File: config.mk
export PLATFORM = sky130hd
export DESIGN_NAME = regfile_dump_flat
export DESIGN_NICKNAME = d
export VERILOG_FILES = /design/src/rtl/regfile_dump_if.sv /design/src/rtl/regfile_dump.sv /design/src/flat_wrapper.sv
export SDC_FILE = /design/constraint.sdc
export NUM_CORES = 1
export LEC_CHECK = 0
export CORE_MARGIN = 2
export CORE_UTILIZATION = 35
export CTS_BUF_LIST = sky130_fd_sc_hd__clkbuf_16
export DETAILED_ROUTE_END_ITERATION = 12
export HOLD_SLACK_MARGIN = 0.06
export MAX_ROUTING_LAYER = met4
export PLACE_DENSITY = 0.76
export SLEW_MARGIN = 20
export SYNTH_ARGS = -nofsm -noshare
export SYNTH_HDL_FRONTEND = slang
export SYNTH_SLANG_ARGS = --single-unit
File: constraint.sdc
create_clock -name clk -period 3.3 [get_ports clk]
set_input_delay 0.99 -clock clk [delete_from_list [all_inputs] [get_ports clk]]
set_output_delay 0.99 -clock clk [all_outputs]
set_load 0.005 [all_outputs]
File: src/rtl/regfile_dump_if.sv
// Word stream from the register dump engine to the debug/trace link.
interface regfile_dump_if;
    logic        out_valid;
    logic        out_ready;
    logic [31:0] out_data;
    logic [4:0]  out_idx;
    logic        out_last;

    modport master (output out_valid, out_data, out_idx, out_last, input out_ready);
    modport slave  (input out_valid, out_data, out_idx, out_last, output out_ready);
endinterface

File: src/rtl/regfile_dump.sv
// Walks a latched register index range through one register-file read port and
// streams each word with its index; holds off pipeline writes while dumping.
module regfile_dump (
    input  logic           clk,
    input  logic           reset_n,
    input  logic           start,
    input  logic           abort,
    input  logic [4:0]     first_reg,
    input  logic [4:0]     last_reg,
    output logic [4:0]     rd_sel,
    input  logic [31:0]    rd_data,
    regfile_dump_if.master stream,
    output logic           busy,
    output logic           hold,
    output logic           done
);
    typedef enum logic [1:0] {S_IDLE, S_READ, S_SEND, S_DONE} state_t;

    state_t     state, state_n;
    logic [4:0] idx;
    logic [4:0] last_q;
    logic       load, capture, advance, drop;
    logic       xfer;

    assign xfer = stream.out_valid && stream.out_ready;

    always_ff @(posedge clk or negedge reset_n) begin
        if (!reset_n) state <= S_IDLE;
        else          state <= state_n;
    end

    // Abort outranks a same-cycle handshake, so an aborted word is never counted.
    always_comb begin
        state_n = state;
        load    = 1'b0;
        capture = 1'b0;
        advance = 1'b0;
        drop    = 1'b0;
        case (state)
            S_IDLE: begin
                if (start) begin
                    state_n = S_READ;
                    load    = 1'b1;
                end
            end
            S_READ: begin
                if (abort) begin
                    state_n = S_IDLE;
                end else begin
                    state_n = S_SEND;
                    capture = 1'b1;
                end
            end
            S_SEND: begin
                if (abort) begin
                    state_n = S_IDLE;
                    drop    = 1'b1;
                end else if (xfer) begin
                    drop = 1'b1;
                    if (idx == last_q) begin
                        state_n = S_DONE;
                    end else begin
                        state_n = S_READ;
                        advance = 1'b1;
                    end
                end
            end
            S_DONE:  state_n = S_IDLE;
            default: state_n = S_IDLE;
        endcase
    end

    // Index arithmetic is 5-bit and wraps 31 -> 0; rd_sel keeps its value in IDLE.
    always_ff @(posedge clk or negedge reset_n) begin
        if (!reset_n) begin
            idx              <= 5'd0;
            last_q           <= 5'd0;
            rd_sel           <= 5'd0;
            stream.out_valid <= 1'b0;
            stream.out_data  <= 32'd0;
            stream.out_idx   <= 5'd0;
        end else begin
            if (load) begin
                idx    <= first_reg;
                last_q <= last_reg;
                rd_sel <= first_reg;
            end
            if (capture) begin
                stream.out_data  <= rd_data;
                stream.out_idx   <= idx;
                stream.out_valid <= 1'b1;
            end
            if (advance) begin
                idx    <= idx + 5'd1;
                rd_sel <= idx + 5'd1;
            end
            if (drop) stream.out_valid <= 1'b0;
        end
    end

    // Status outputs decode the state register directly, so they carry no rd_data path.
    assign busy            = (state == S_READ) || (state == S_SEND);
    assign hold            = busy;
    assign done            = (state == S_DONE);
    assign stream.out_last = stream.out_valid && (stream.out_idx == last_q);
endmodule
File: src/flat_wrapper.sv
// flat-port wrapper written by rule: the top's interface ports become plain ports
module regfile_dump_flat 
  (clk, reset_n, start, abort, first_reg, last_reg, rd_sel, rd_data, busy, hold, done, stream_out_valid, stream_out_data, stream_out_idx, stream_out_last, stream_out_ready);
  regfile_dump_if stream_i ();
  input  logic clk;
  input  logic reset_n;
  input  logic start;
  input  logic abort;
  input  logic [4:0] first_reg;
  input  logic [4:0] last_reg;
  output logic [4:0] rd_sel;
  input  logic [31:0] rd_data;
  output logic busy;
  output logic hold;
  output logic done;
  output wire logic [$bits(stream_i.out_valid)-1:0] stream_out_valid;
  output wire logic [$bits(stream_i.out_data)-1:0] stream_out_data;
  output wire logic [$bits(stream_i.out_idx)-1:0] stream_out_idx;
  output wire logic [$bits(stream_i.out_last)-1:0] stream_out_last;
  input wire logic [$bits(stream_i.out_ready)-1:0] stream_out_ready;
  assign stream_out_valid = stream_i.out_valid;
  assign stream_out_data = stream_i.out_data;
  assign stream_out_idx = stream_i.out_idx;
  assign stream_out_last = stream_i.out_last;
  assign stream_i.out_ready = stream_out_ready;
  regfile_dump u_core (.clk(clk), .reset_n(reset_n), .start(start), .abort(abort), .first_reg(first_reg), .last_reg(last_reg), .rd_sel(rd_sel), .rd_data(rd_data), .stream(stream_i), .busy(busy), .hold(hold), .done(done));
endmodule
==> impl_metrics.py, run 1 <==
metrics = {
    "pwr": {
        "p_leak_nw": 1.39,
        "finalPower_mw": 3.20,
        "vdd_drop_max_mv": 0.409,
        "power.density_mw_per_mm2": 927,
    },
    "logic_synthesis": {
        "synth-main-ff-cell": "dfrtp_1",
        "synth-seq-cells": 50,
        "synth_cells": 173,
        "synth_area_leaders": "dfrtp_1, mux2_2, ha_1",
        "async_flop_share_pct": 100,
        "synth_edf_count": 0,
        "synth_top_area_share_pct": 54.3,
        "yosysUniqueCellTypes": 41,
        "postSynthAreaPerCell_sq_um": 13.3,
        "synthesis.area_sq_mm": 0.00230,
        "syn_nets": 226,
        "yosys_warnings": 0,
        "synth_top_area_cell": "dfrtp_1",
        "ys_seq_area_share_pct": 54.3,
    },
    "placement": {
        "gp_congestion": 0.869,
        "post_dp_cell_area_sq_mm": 0.00332,
        "hpwl_um": 3880,
        "port_buffers": 93,
        "post-place-ws_ps": 542,
    },
    "floorplanning": {
        "die-area_sq_mm": 0.00725,
        "die_w_um": 85.1,
        "die_h_um": 85.1,
        "rows": 29,
        "core-area_sq_mm": 0.00635,
        "start_util_pct": 36.3,
        "ioPinCount": 94,
    },
    "sta": {
        "finalHoldViolCount": 0,
        "period_minus_slack_ps": 2730,
        "rsz0062_at_grt": "false",
        "slew_viol_final": 0,
        "tightest_slew_ps": 461,
        "setup_viol": 0,
        "final.setup.worst_slack_ps": 573,
        "fin_tns_setup_ps": 0,
        "fmax_ghz": 0.367,
        "fin_crit_sh_pct": 82.6,
        "fin_worst_skew_ps": 3.32,
        "slew_headroom_pct": 69.3,
    },
    "critical_path": {
        "arrival_ps": 1740,
        "path_cells": "xnor2_1 > nand4_1 > nor3_1 > clkdlybuf4s50_1",
        "path_class": "flop to output pin",
        "crit_required_ps": 2310,
        "reg2reg_from": "u_core.state[0]$_DFFE_PN0P_",
        "cp_slowest_cell": "clkdlybuf4s50_1",
        "critical_path.max_stage_delay_ps": 560,
        "reg2reg_depth": 6,
        "critPathBufInv": 1,
        "crit_family": "buffers and inverters",
        "endpoint_kind": "output pin",
        "timing.rr.end": "u_core.rd_sel[4]$_DFFE_PN0P_",
        "reg2reg_slack_ps": 1420,
        "cp_max_fo": 3,
        "critical_path.startpoint_type": "flop",
    },
    "cells_and_area": {
        "final_util_pct": 54.4,
        "final_common_cell": "clkdlybuf4s50_1",
        "num-nets-final": 323,
        "drive_gt1_share_pct": 23.0,
        "fillers": 543,
        "final_area_sq_mm": 0.00346,
        "antenna_cells": 0,
        "most-common-layout-cells": "clkdlybuf4s50_1, dfrtp_1, mux2_2",
        "area_growth_pct": 50.1,
    },
    "hold_path": {
        "hold_path_class": "flop to flop",
        "holdPathEnd": "u_core.stream.out_data[11]$_DFFE_PN0P_",
        "hp-start": "u_core.stream.out_data[11]$_DFFE_PN0P_",
        "hold_depth": 1,
    },
    "grt": {
        "grt_pass1_vias": 1852,
        "antenna_found_initial": 0,
        "grt_first_pass_wirelength_um": 8580,
        "grt_max_degree": 27,
        "overflow": 0,
        "track_usage_pct": 15.3,
    },
    "clock_network": {
        "cts_buffer_depth": 2,
        "cts_resized": 0,
        "cts-root-buf": "clkbuf_16",
        "cts_made_buffers": 5,
        "htree_levels": 2,
        "hold_buffers": 0,
        "cts_sinks": 50,
        "clock_latency_ps": 280,
        "post-cts-setup-buffers": 0,
        "tritoncts": "yes",
        "path_clk_slew_ps": 60,
    },
    "detailed_routing": {
        "routed-via-count": 1728,
        "ant_nets": 0,
        "drc": 0,
        "via_per_inst": 4.98,
        "totalWireLength_um": 5090,
        "drt-pass1-iter-count": 4,
        "routedWlPerCell_um": 14.7,
        "drt_iter0_markers": 35,
    },
    "job": {
        "cap_violations": 0,
    },
    "outcome": {
        "outcome": "finished clean",
    },
}
## power by group
group / leakage (nW) / switching, mW / internal (mW)
sequential: 0.583 / 0.249 / 0.927
combinational: 0.742 / 0.551 / 0.997
clock: 0.0671 / 0.206 / 0.274
total: 1.39 / 1.01 / 2.20
## cell usage after synthesis, types with 2 or more instances
library cell	n
a21oi_1	7
a31oi_1	2
buf_2	4
dfrtp_1	50
ha_1	6
inv_1	3
mux2_2	42
mux2i_1	2
nand2_1	6
nand3_1	2
nor2_1	2
nor2b_1	3
nor3_1	3
o21ai_0	4
o22ai_1	2
or3_1	2
xnor2_1	4
xor2_1	6
## layout make-up
class	instances	area, sq um	area share, %
clock inverter	2	11.3	0.326
tap	77	96.3	2.79
sequential	50	1250	36.2
clock buffer	5	125	3.62
multi-input combinational	113	1010	29.1
inverter	3	11.3	0.326
timing repair buffer	97	956	27.7
## cell families after synthesis
group / share of synthesized area (%)
flops: 54.3
mux: 21.4
simple gates: 7.93
compound gates: 6.95
xor+xnor: 3.80
buf+inv: 2.34
fa+ha+maj: 3.26
## worst max path at each step
stage	slack, ps	start	depth (start not counted)	to
global placement	570	abort	5	u_core.rd_sel[4]$_DFFE_PN0P_
finish	570	u_core.last_q[2]$_DFFE_PN0P_	4	stream_out_last
CTS	550	u_core.last_q[2]$_DFFE_PN0P_	4	stream_out_last
detailed placement	540	abort	5	u_core.rd_sel[4]$_DFFE_PN0P_
global route	420	u_core.last_q[4]$_DFFE_PN0P_	4	stream_out_last
floorplan	1200	abort	4	u_core.rd_sel[4]$_DFFE_PN0P_
## metrics by stage
| stage | hold WS, ps | instances |
|---|---|---|
| 2_1_floorplan | 505 | 173 |
| 3_3_place_gp | 488 | 340 |
| 3_5_place_dp | 495 | 340 |
| 4_1_cts | 509 | 347 |
| 5_1_grt | 525 | 347 |
| 6_report | 503 | 347 |
## registers in the layout (all words and copies together) (netlist names)
name	cells
u_core.last_q	5
u_core.rd_sel	5
u_core.state	2
u_core.stream.out_data	32
u_core.stream.out_idx	5
u_core.stream.out_valid	1
## per-layer routing
| layer | part of all wire, % | global-route usage [%] | vias to the layer above |
|---|---|---|---|
| met5 | 0 | - | - |
| met4 | 0.71 | 4.33 | 0 |
| met3 | 5.7 | 4.77 | 5 |
| met2 | 48 | 24.1 | 48 |
| met1 | 46 | 19.2 | 852 |
| li1 | - | - | 823 |
## worst register-to-register path: stages, from the launching register on
cell and delay (ps):
dfrtp_1 400, inv_1 130, ha_1 200, nand4b_1 280
or4_1 600, o211ai_2 80, a311oi_1 70
(Power assumes the default switching activity.)
==> inputs of run 2 (changes only) <==
- PLACE_DENSITY: 0.76 -> 0.79
- clock period: 3.3 -> 2.4 ns (I/O delays scaled with it)
==> impl_metrics.py, run 2 (synthesized netlist as in run 1, its figures left out) <==
metrics = {
    "sta": {
        "fmax_ghz": 0.439,
        "slew_viol_final": 0,
        "fin_crit_sh_pct": 95.0,
        "period_minus_slack_ps": 2280,
        "fin_tns_setup_ps": 0,
        "finalHoldViolCount": 0,
        "tightest_slew_ps": 537,
        "rsz0062_at_grt": "false",
        "setup_viol": 0,
        "fin_worst_skew_ps": 5.32,
        "slew_headroom_pct": 64.2,
    },
    "job": {
        "cap_violations": 0,
    },
    "cells_and_area": {
        "area_growth_pct": 52.9,
        "drive_gt1_share_pct": 24.1,
        "seq_area_sq_mm": 0.00125,
        "most-common-layout-cells": "clkdlybuf4s50_1, dfrtp_1, mux2_2",
        "fillers": 541,
        "regMostFlops": "u_core.stream.out_data",
        "multi_input_area_sq_mm": 0.00101,
        "antenna_cells": 0,
        "stdcell_count": 351,
        "num-nets-final": 326,
        "final_common_cell": "clkdlybuf4s50_1",
        "largest_reg_flops": 32,
    },
    "detailed_routing": {
        "via_per_inst": 4.97,
        "drt-pass1-iter-count": 4,
        "drt_iter0_markers": 55,
        "routedWlPerCell_um": 15.2,
        "drc": 0,
        "ant_nets": 0,
        "totalWireLength_um": 5340,
        "routed-via-count": 1746,
    },
    "clock_network": {
        "cts_sinks": 50,
        "cts_buffer_depth": 2,
        "cts_made_buffers": 5,
        "post-cts-setup-buffers": 0,
        "cts-root-buf": "clkbuf_16",
        "clock_latency_ps": 280,
        "tritoncts": "yes",
        "htree_levels": 2,
        "path_clk_slew_ps": 70,
    },
    "placement": {
        "hpwl_um": 4040,
        "gp_congestion": 0.844,
        "placed_cells": 343,
        "port_buffers": 93,
    },
    "critical_path": {
        "cp_max_fo": 4,
        "critical_path.startpoint_type": "flop",
        "crit_required_ps": 1680,
        "reg2reg_depth": 6,
        "endpoint_kind": "output pin",
        "arrival_ps": 1560,
        "reg2reg_slack_ps": 540,
        "path_class": "flop to output pin",
    },
    "grt": {
        "grt_max_degree": 30,
        "antenna_found_initial": 0,
        "grt_first_pass_wirelength_um": 8940,
        "grt_pass1_vias": 1877,
        "track_usage_pct": 15.9,
        "overflow": 0,
    },
    "floorplanning": {
        "die_w_um": 85.1,
        "start_util_pct": 36.3,
        "core-area_sq_mm": 0.00635,
        "rows": 29,
        "ioPinCount": 94,
        "die_h_um": 85.1,
        "die-area_sq_mm": 0.00725,
    },
    "pwr": {
        "power.density_mw_per_mm2": 1270,
        "p_leak_nw": 1.43,
        "vdd_drop_max_mv": 0.613,
    },
    "outcome": {
        "outcome": "finished clean",
    },
    "hold_path": {
        "hold_path_class": "input port to asynchronous set/reset pin",
    },
}
run 2: changes by cell type in the layout (fill, tap and decap cells not counted), sizes merged:
cell,delta
buf,+3
clkdlybuf4s50,-1
clkinv,+2
clkinvlp,-1
dlygate4sd2,+1
run 2: through the flow:
stage	area (sq um)	setup WS [ps]	total power [mW]	util, %	hold WS, ps
after global placement	3380	55.9	3.79	53.2	488
final	3520	120	4.49	55.5	417
after global routing	3520	41.3	4.81	55.5	456
after CTS	3520	94.3	4.56	55.5	439
after floorplan	2300	569	2.67	-	424
after detailed placement	3380	26.7	3.85	53.2	495
run 2: where the power goes:
group	switching, mW	internal (mW)	total [mW]
Clock	0.291	0.382	0.674
Sequential	0.344	1.27	1.62
Combinational	0.777	1.42	2.19
run 2: cell type report:
| cell class | count | share of cell area (%) |
|---|---|---|
| Clock buffer | 5 | 3.55 |
| Clock inverter | 3 | 0.497 |
| Inverter | 3 | 0.320 |
| Multi-Input combinational cell | 113 | 28.6 |
| Sequential cell | 50 | 35.5 |
| Tap cell | 77 | 2.74 |
| Timing Repair Buffer | 100 | 28.8 |
run 2: critical path, stage by stage, from the launching register on:
cell and delay, ps:
dfrtp_1 370, inv_1 100, ha_1 310, clkdlybuf4s50_1 500
run 2: final timing paths:
kind,startpoint,to
worst max register to register,u_core.state[0]$_DFFE_PN0P_,u_core.rd_sel[4]$_DFFE_PN0P_
worst min-delay path,reset_n,u_core.stream.out_data[4]$_DFFE_PN0P_
worst min register to register,u_core.stream.out_data[14]$_DFFE_PN0P_,u_core.stream.out_data[14]$_DFFE_PN0P_
worst max-delay path,u_core.state[1]$_DFFE_PN0P_,busy
min in group clk,u_core.stream.out_data[14]$_DFFE_PN0P_,u_core.stream.out_data[14]$_DFFE_PN0P_
max in group asynchronous,reset_n,u_core.stream.out_data[31]$_DFFE_PN0P_
run 2: timing repair:
action	CTS	global route
gates resized for setup	1	0
hold endpoints to repair	0	0
setup endpoints to repair	1	0
hold buffers	0	0
run 2: routing by layer:
metal / up-vias / global-route usage, % / wire length [um]
li1: 822 / - / -
met1: 877 / 19.6 / 2210
met2: 45 / 26.5 / 2800
met3: 2 / 4.38 / 313
met4: 0 / 3.03 / 11
met5: - / - / 0
